### config.mk
export PLATFORM = sky130hd
export DESIGN_NAME = pipe_hazard_ctrl
export DESIGN_NICKNAME = d
export VERILOG_FILES = /design/src/rtl/pipe_hazard_ctrl.sv
export SDC_FILE = /design/constraint.sdc
export NUM_CORES = 1
export LEC_CHECK = 0
export CAP_MARGIN = 10
export CORE_UTILIZATION = 25
export CTS_CLUSTER_DIAMETER = 200
export DETAILED_ROUTE_END_ITERATION = 10
export SETUP_SLACK_MARGIN = 0.1
export SLEW_MARGIN = 30
export SYNTH_ARGS = -nofsm -noshare
export SYNTH_HDL_FRONTEND = slang
export SYNTH_SLANG_ARGS = --single-unit
### constraint.sdc
create_clock -name clk -period 2 [get_ports clk]
set_input_delay 0.4 -clock clk [delete_from_list [all_inputs] [get_ports clk]]
set_output_delay 0.4 -clock clk [all_outputs]
set_load 0.1 [all_outputs]
### src/rtl/pipe_hazard_ctrl.sv
// rtl/pipe_hazard_ctrl.sv - 5-stage pipeline hazard, flush and halt-drain sequencer (optional perf counters: HAZ_PERF_EN)
module pipe_hazard_ctrl #(
    parameter int ADDR_W    = 5,
    parameter int DRAIN_MAX = 4,
    parameter int R0_ZERO   = 1
) (
    input  logic              clk,
    input  logic              rst,
    input  logic              id_valid,
    input  logic [ADDR_W-1:0] id_rs1,
    input  logic [ADDR_W-1:0] id_rs2,
    input  logic              id_rs1_en,
    input  logic              id_rs2_en,
    input  logic              id_halt,
    input  logic [ADDR_W-1:0] exe_rd,
    input  logic [ADDR_W-1:0] mem_rd,
    input  logic [ADDR_W-1:0] wb_rd,
    input  logic              exe_wen,
    input  logic              mem_wen,
    input  logic              wb_wen,
    input  logic              exe_br_taken,
    input  logic              wb_halt,
    output logic              pc_stall,
    output logic              ifid_stall,
    output logic              ifid_flush,
    output logic              idexe_bubble,
    output logic              halt,
    output logic              drain_err,
    output logic [2:0]        state,
    output logic [15:0]       stall_cycles,
    output logic [15:0]       flush_count
);

    localparam int CNT_W = (DRAIN_MAX < 1) ? 1 : $clog2(DRAIN_MAX + 1);

    typedef enum logic [2:0] {
        ST_RUN    = 3'd0,
        ST_STALL  = 3'd1,
        ST_FLUSH  = 3'd2,
        ST_DRAIN  = 3'd3,
        ST_HALTED = 3'd4
    } state_t;

    state_t             state_q;
    state_t             next_state;
    logic [CNT_W-1:0]   drain_cnt;
    logic               rs1_zero;
    logic               rs2_zero;
    logic               rs1_hit;
    logic               rs2_hit;
    logic               hazard;
    logic               haz_stall;
    logic               br_accept;
    logic               drain_expire;

    // Register 0 never carries a dependency when it is hardwired to zero
    assign rs1_zero = (R0_ZERO != 0) && (id_rs1 == '0);
    assign rs2_zero = (R0_ZERO != 0) && (id_rs2 == '0);

    // WB is a hazard source too: the register file does not bypass a same-cycle write
    assign rs1_hit = id_rs1_en && !rs1_zero &&
                     ((exe_wen && (id_rs1 == exe_rd)) ||
                      (mem_wen && (id_rs1 == mem_rd)) ||
                      (wb_wen  && (id_rs1 == wb_rd)));
    assign rs2_hit = id_rs2_en && !rs2_zero &&
                     ((exe_wen && (id_rs2 == exe_rd)) ||
                      (mem_wen && (id_rs2 == mem_rd)) ||
                      (wb_wen  && (id_rs2 == wb_rd)));
    assign hazard  = id_valid && (rs1_hit || rs2_hit);

    assign state = state_q;

    // State register
    always_ff @(posedge clk) begin
        if (rst) begin
            state_q <= ST_RUN;
        end else begin
            state_q <= next_state;
        end
    end

    // Next-state and pipeline control outputs
    always_comb begin
        next_state   = state_q;
        pc_stall     = 1'b0;
        ifid_stall   = 1'b0;
        ifid_flush   = 1'b0;
        idexe_bubble = 1'b0;
        haz_stall    = 1'b0;
        br_accept    = 1'b0;
        drain_expire = 1'b0;
        case (state_q)
            ST_RUN, ST_STALL: begin
                if (exe_br_taken) begin
                    // ID is being killed, so any hazard it shows is irrelevant
                    ifid_flush   = 1'b1;
                    idexe_bubble = 1'b1;
                    br_accept    = 1'b1;
                    next_state   = ST_FLUSH;
                end else if (hazard) begin
                    pc_stall     = 1'b1;
                    ifid_stall   = 1'b1;
                    idexe_bubble = 1'b1;
                    haz_stall    = 1'b1;
                    next_state   = ST_STALL;
                end else if (id_valid && id_halt) begin
                    // HALT moves on to EXE; nothing younger is fetched behind it
                    pc_stall     = 1'b1;
                    ifid_flush   = 1'b1;
                    next_state   = ST_DRAIN;
                end else begin
                    next_state   = ST_RUN;
                end
            end
            ST_FLUSH: begin
                // ID holds the flushed NOP and EXE a bubble: nothing to act on
                next_state = ST_RUN;
            end
            ST_DRAIN: begin
                pc_stall     = 1'b1;
                ifid_flush   = 1'b1;
                idexe_bubble = 1'b1;
                if (wb_halt) begin
                    next_state = ST_HALTED;
                end else if (exe_br_taken) begin
                    // An older branch redirected the program: the halt was speculative
                    pc_stall   = 1'b0;
                    br_accept  = 1'b1;
                    next_state = ST_FLUSH;
                end else if (drain_cnt <= CNT_W'(1)) begin
                    drain_expire = 1'b1;
                    next_state   = ST_HALTED;
                end
            end
            ST_HALTED: begin
                pc_stall     = 1'b1;
                ifid_stall   = 1'b1;
                idexe_bubble = 1'b1;
                next_state   = ST_HALTED;
            end
            default: begin
                next_state = ST_RUN;
            end
        endcase
        // A halt retiring without a tracked drain still stops the machine
        if (wb_halt && (state_q != ST_DRAIN) && (state_q != ST_HALTED)) begin
            next_state = ST_HALTED;
        end
    end

    // Drain watchdog: loaded on entry to DRAIN, counts down while draining
    always_ff @(posedge clk) begin
        if (rst) begin
            drain_cnt <= '0;
        end else if ((next_state == ST_DRAIN) && (state_q != ST_DRAIN)) begin
            drain_cnt <= CNT_W'(DRAIN_MAX);
        end else if ((state_q == ST_DRAIN) && (drain_cnt != '0)) begin
            drain_cnt <= drain_cnt - CNT_W'(1);
        end
    end

    // Registered halt and sticky watchdog error
    always_ff @(posedge clk) begin
        if (rst) begin
            halt      <= 1'b0;
            drain_err <= 1'b0;
        end else begin
            halt      <= (next_state == ST_HALTED);
            drain_err <= drain_err | drain_expire;
        end
    end

`ifdef HAZ_PERF_EN
    logic [15:0] stall_q;
    logic [15:0] flush_q;

    // Saturating event counters for hazard stalls and accepted branch flushes
    always_ff @(posedge clk) begin
        if (rst) begin
            stall_q <= 16'h0000;
            flush_q <= 16'h0000;
        end else begin
            if (haz_stall && (stall_q != 16'hFFFF)) begin
                stall_q <= stall_q + 16'h0001;
            end
            if (br_accept && (flush_q != 16'hFFFF)) begin
                flush_q <= flush_q + 16'h0001;
            end
        end
    end

    assign stall_cycles = stall_q;
    assign flush_count  = flush_q;
`else
    assign stall_cycles = 16'h0000;
    assign flush_count  = 16'h0000;
`endif

endmodule

==> results.sh <==
export IMPL_wl_per_cell_um=11.1
export IMPL_dpl_hpwl_um=2560
export IMPL_ys_ff_latch=8
export IMPL_drive_gt1_frac=0.378
export IMPL_end_kind="primary output"
export IMPL_ant_nets=0
export IMPL_cp_required_ps=1600
export IMPL_worstPathArrival_ps=2030
export IMPL_cts_made_buffers=3
export IMPL_fin_area_sq_um=1890
export IMPL_layout_cells_non_filler=277
export IMPL_tns_ps=-1470
export IMPL_power_density_nw_per_um2=570
export IMPL_num_io_pins=77
export IMPL_synthFlopType="dfxtp_1"
export IMPL_portBuffers=44
export IMPL_dp_cells=273
export IMPL_syn2layout_area_growth_pct=64.0
export IMPL_clk_pin_slew_ps=40
export IMPL_dp_slack_ps=-925
export IMPL_gp_congestion=0.801
export IMPL_fp_dieArea_sq_um=4880
export IMPL_slowest_stage="or4_1"
export IMPL_drt_iter0_markers=40
export IMPL_timing_final_crit_share=1.21
export IMPL_clkLatencyLatePin_ps=230
export IMPL_die_y_um=69.9
export IMPL_violations="setup timing"
export IMPL_core_sq_um=4380
export IMPL_cap_violations=0
export IMPL_fin_skew_ps=1.97
export IMPL_period_needed_ps=2430
export IMPL_cts_hold_buffers=0
export IMPL_cts_sinks=8
export IMPL_syn_area_sq_um=1150
export IMPL_antennaDiodeCount=0
export IMPL_critPathKind="primary input to primary output"
export IMPL_grt_max_degree=10
export IMPL_hold_slack_ps=490
export IMPL_dr_pass1_iters=4
export IMPL_syn_inst=151
export IMPL_status="finished with violations"
export IMPL_yosys_warnings=0
export IMPL_htreeDepth=1
export IMPL_via_count=1200
export IMPL_p_total_mw=1.08
export IMPL_whs_path_depth=2
export IMPL_grt_pass1_vias=1134
export IMPL_antenna_found_initial=0
export IMPL_grt_pass1_wl_um=5220
export IMPL_hp_class="flip-flop to flip-flop"
export IMPL_start_util=0.263
export IMPL_rr_worst_depth=7
export IMPL_drt_total_wl_um=3080
export IMPL_synth_edf_count=0
export IMPL_final_common_cell="conb_1"
export IMPL_setup_violations=6
export IMPL_overflow=0
export IMPL_max_vdd_ir_drop_v=0.000211
export IMPL_rsz0062_at_grt="yes"
export IMPL_cp_max_fo=4
export IMPL_drc=0
export IMPL_cpPeakStageDelay_ps=550
export IMPL_ys_types=39
export IMPL_syn_area_per_cell_sq_um=7.63
export IMPL_rows=24
export IMPL_drv_slew=0
export IMPL_die_w_um=69.9
export IMPL_finalWorstSetupSlack_ps=-427
export IMPL_final_core_util=0.431
export IMPL_hold_viol_final=0
export IMPL_synth_seq_area_share=0.139
export IMPL_worstPathCellList="buf_2, or4_1, o21ai_2, o22a_1, a31oi_4, o21ai_4, buf_12"
export IMPL_layout_nets=265
export IMPL_async_reset_ff_frac=0
export IMPL_track_usage=0.130
export IMPL_clock_root_buffer="clkbuf_8"
export IMPL_critPathLaunchType="primary input"
export IMPL_fmax_mhz=412
export IMPL_cts_tree="yes"
export IMPL_p_leak_nw=0.814
export IMPL_place_area_sq_um=1830
export IMPL_via_per_inst=4.33
export IMPL_final_cell_mix="conb_1 (32), buf_4 (31), xor2_1 (24), buf_2 (17), nor2_1 (11)"
export IMPL_clock_path_buffers=2
routing by layer:
layer | up-vias | part of all wire | GRT usage
li1 | 605 | - | -
met1 | 548 | 0.45 | 0.169
met2 | 45 | 0.51 | 0.228
met3 | 2 | 0.042 | 0.0188
met4 | 0 | 0.0045 | 0.0267
met5 | - | 0 | 0
layout make-up:
type                    instances  area [sq um]
clock buffers                   4          45.0
multi-input cells             136           992
well taps                      52          65.1
repair buffers                 72           597
inverters                       5          18.8
fillers                       449          2490
flip-flops and latches          8           171
timing repair:
item / 4_1_cts / 5_1_grt
buffers inserted: 1 / 1
pin swaps: 21 / 10
gates resized for setup: 99 / 10
setup endpoints to repair: 9 / 7
endpoints found under the hold margin: 0 / 0
cell usage after synthesis, types with 2 or more instances:
master   instances  area (sq um)
nand2_1          3          11.3
ha_1             3          37.5
o21ai_1          5          25.0
a21oi_1          7          35.0
nor3_1           5          25.0
dfxtp_1          8           160
xor2_1          24           210
nor2_1          13          48.8
nor4_1           6          37.5
nor2b_1          2          12.5
inv_1            4          15.0
buf_4           32           240
nand3_1          6          30.0
xnor2_1          7          61.3
or4_1            2          15.0
worst paths after layout:
check                             startpoint            to  slack, ps
worst min-delay path               drain_err     drain_err        490
worst min register to register     drain_err     drain_err        490
worst max register to register  drain_cnt[1]  drain_cnt[2]        170
worst max-delay path               id_rs2[1]    ifid_flush       -430
registers in the layout (all words and copies together) (netlist names):
register and flops:
halt 1, drain_err 1, drain_cnt 3, state 3
cells by family after synthesis:
kind of cell	synth area share
compound gates	0.138
xor+xnor	0.236
fa+ha+maj	0.0326
buf+inv	0.228
flops	0.139
mux	0.00977
other cells	0.00325
simple gates	0.214
power breakdown:
group / internal (mW) / total, mW / leakage (nW) / switching (mW)
Combinational: 0.186 / 0.693 / 0.724 / 0.507
Sequential: 0.165 / 0.174 / 0.0673 / 0.00915
Clock: 0.139 / 0.211 / 0.0228 / 0.0717
critical path: cells and delay by family:
kind / cells / cell delay [ps]
AOI/OAI and AO/OA: 4 / 750
and+or+nand+nor: 1 / 550
buffers and inverters: 2 / 330
(Power assumes the default switching activity.)
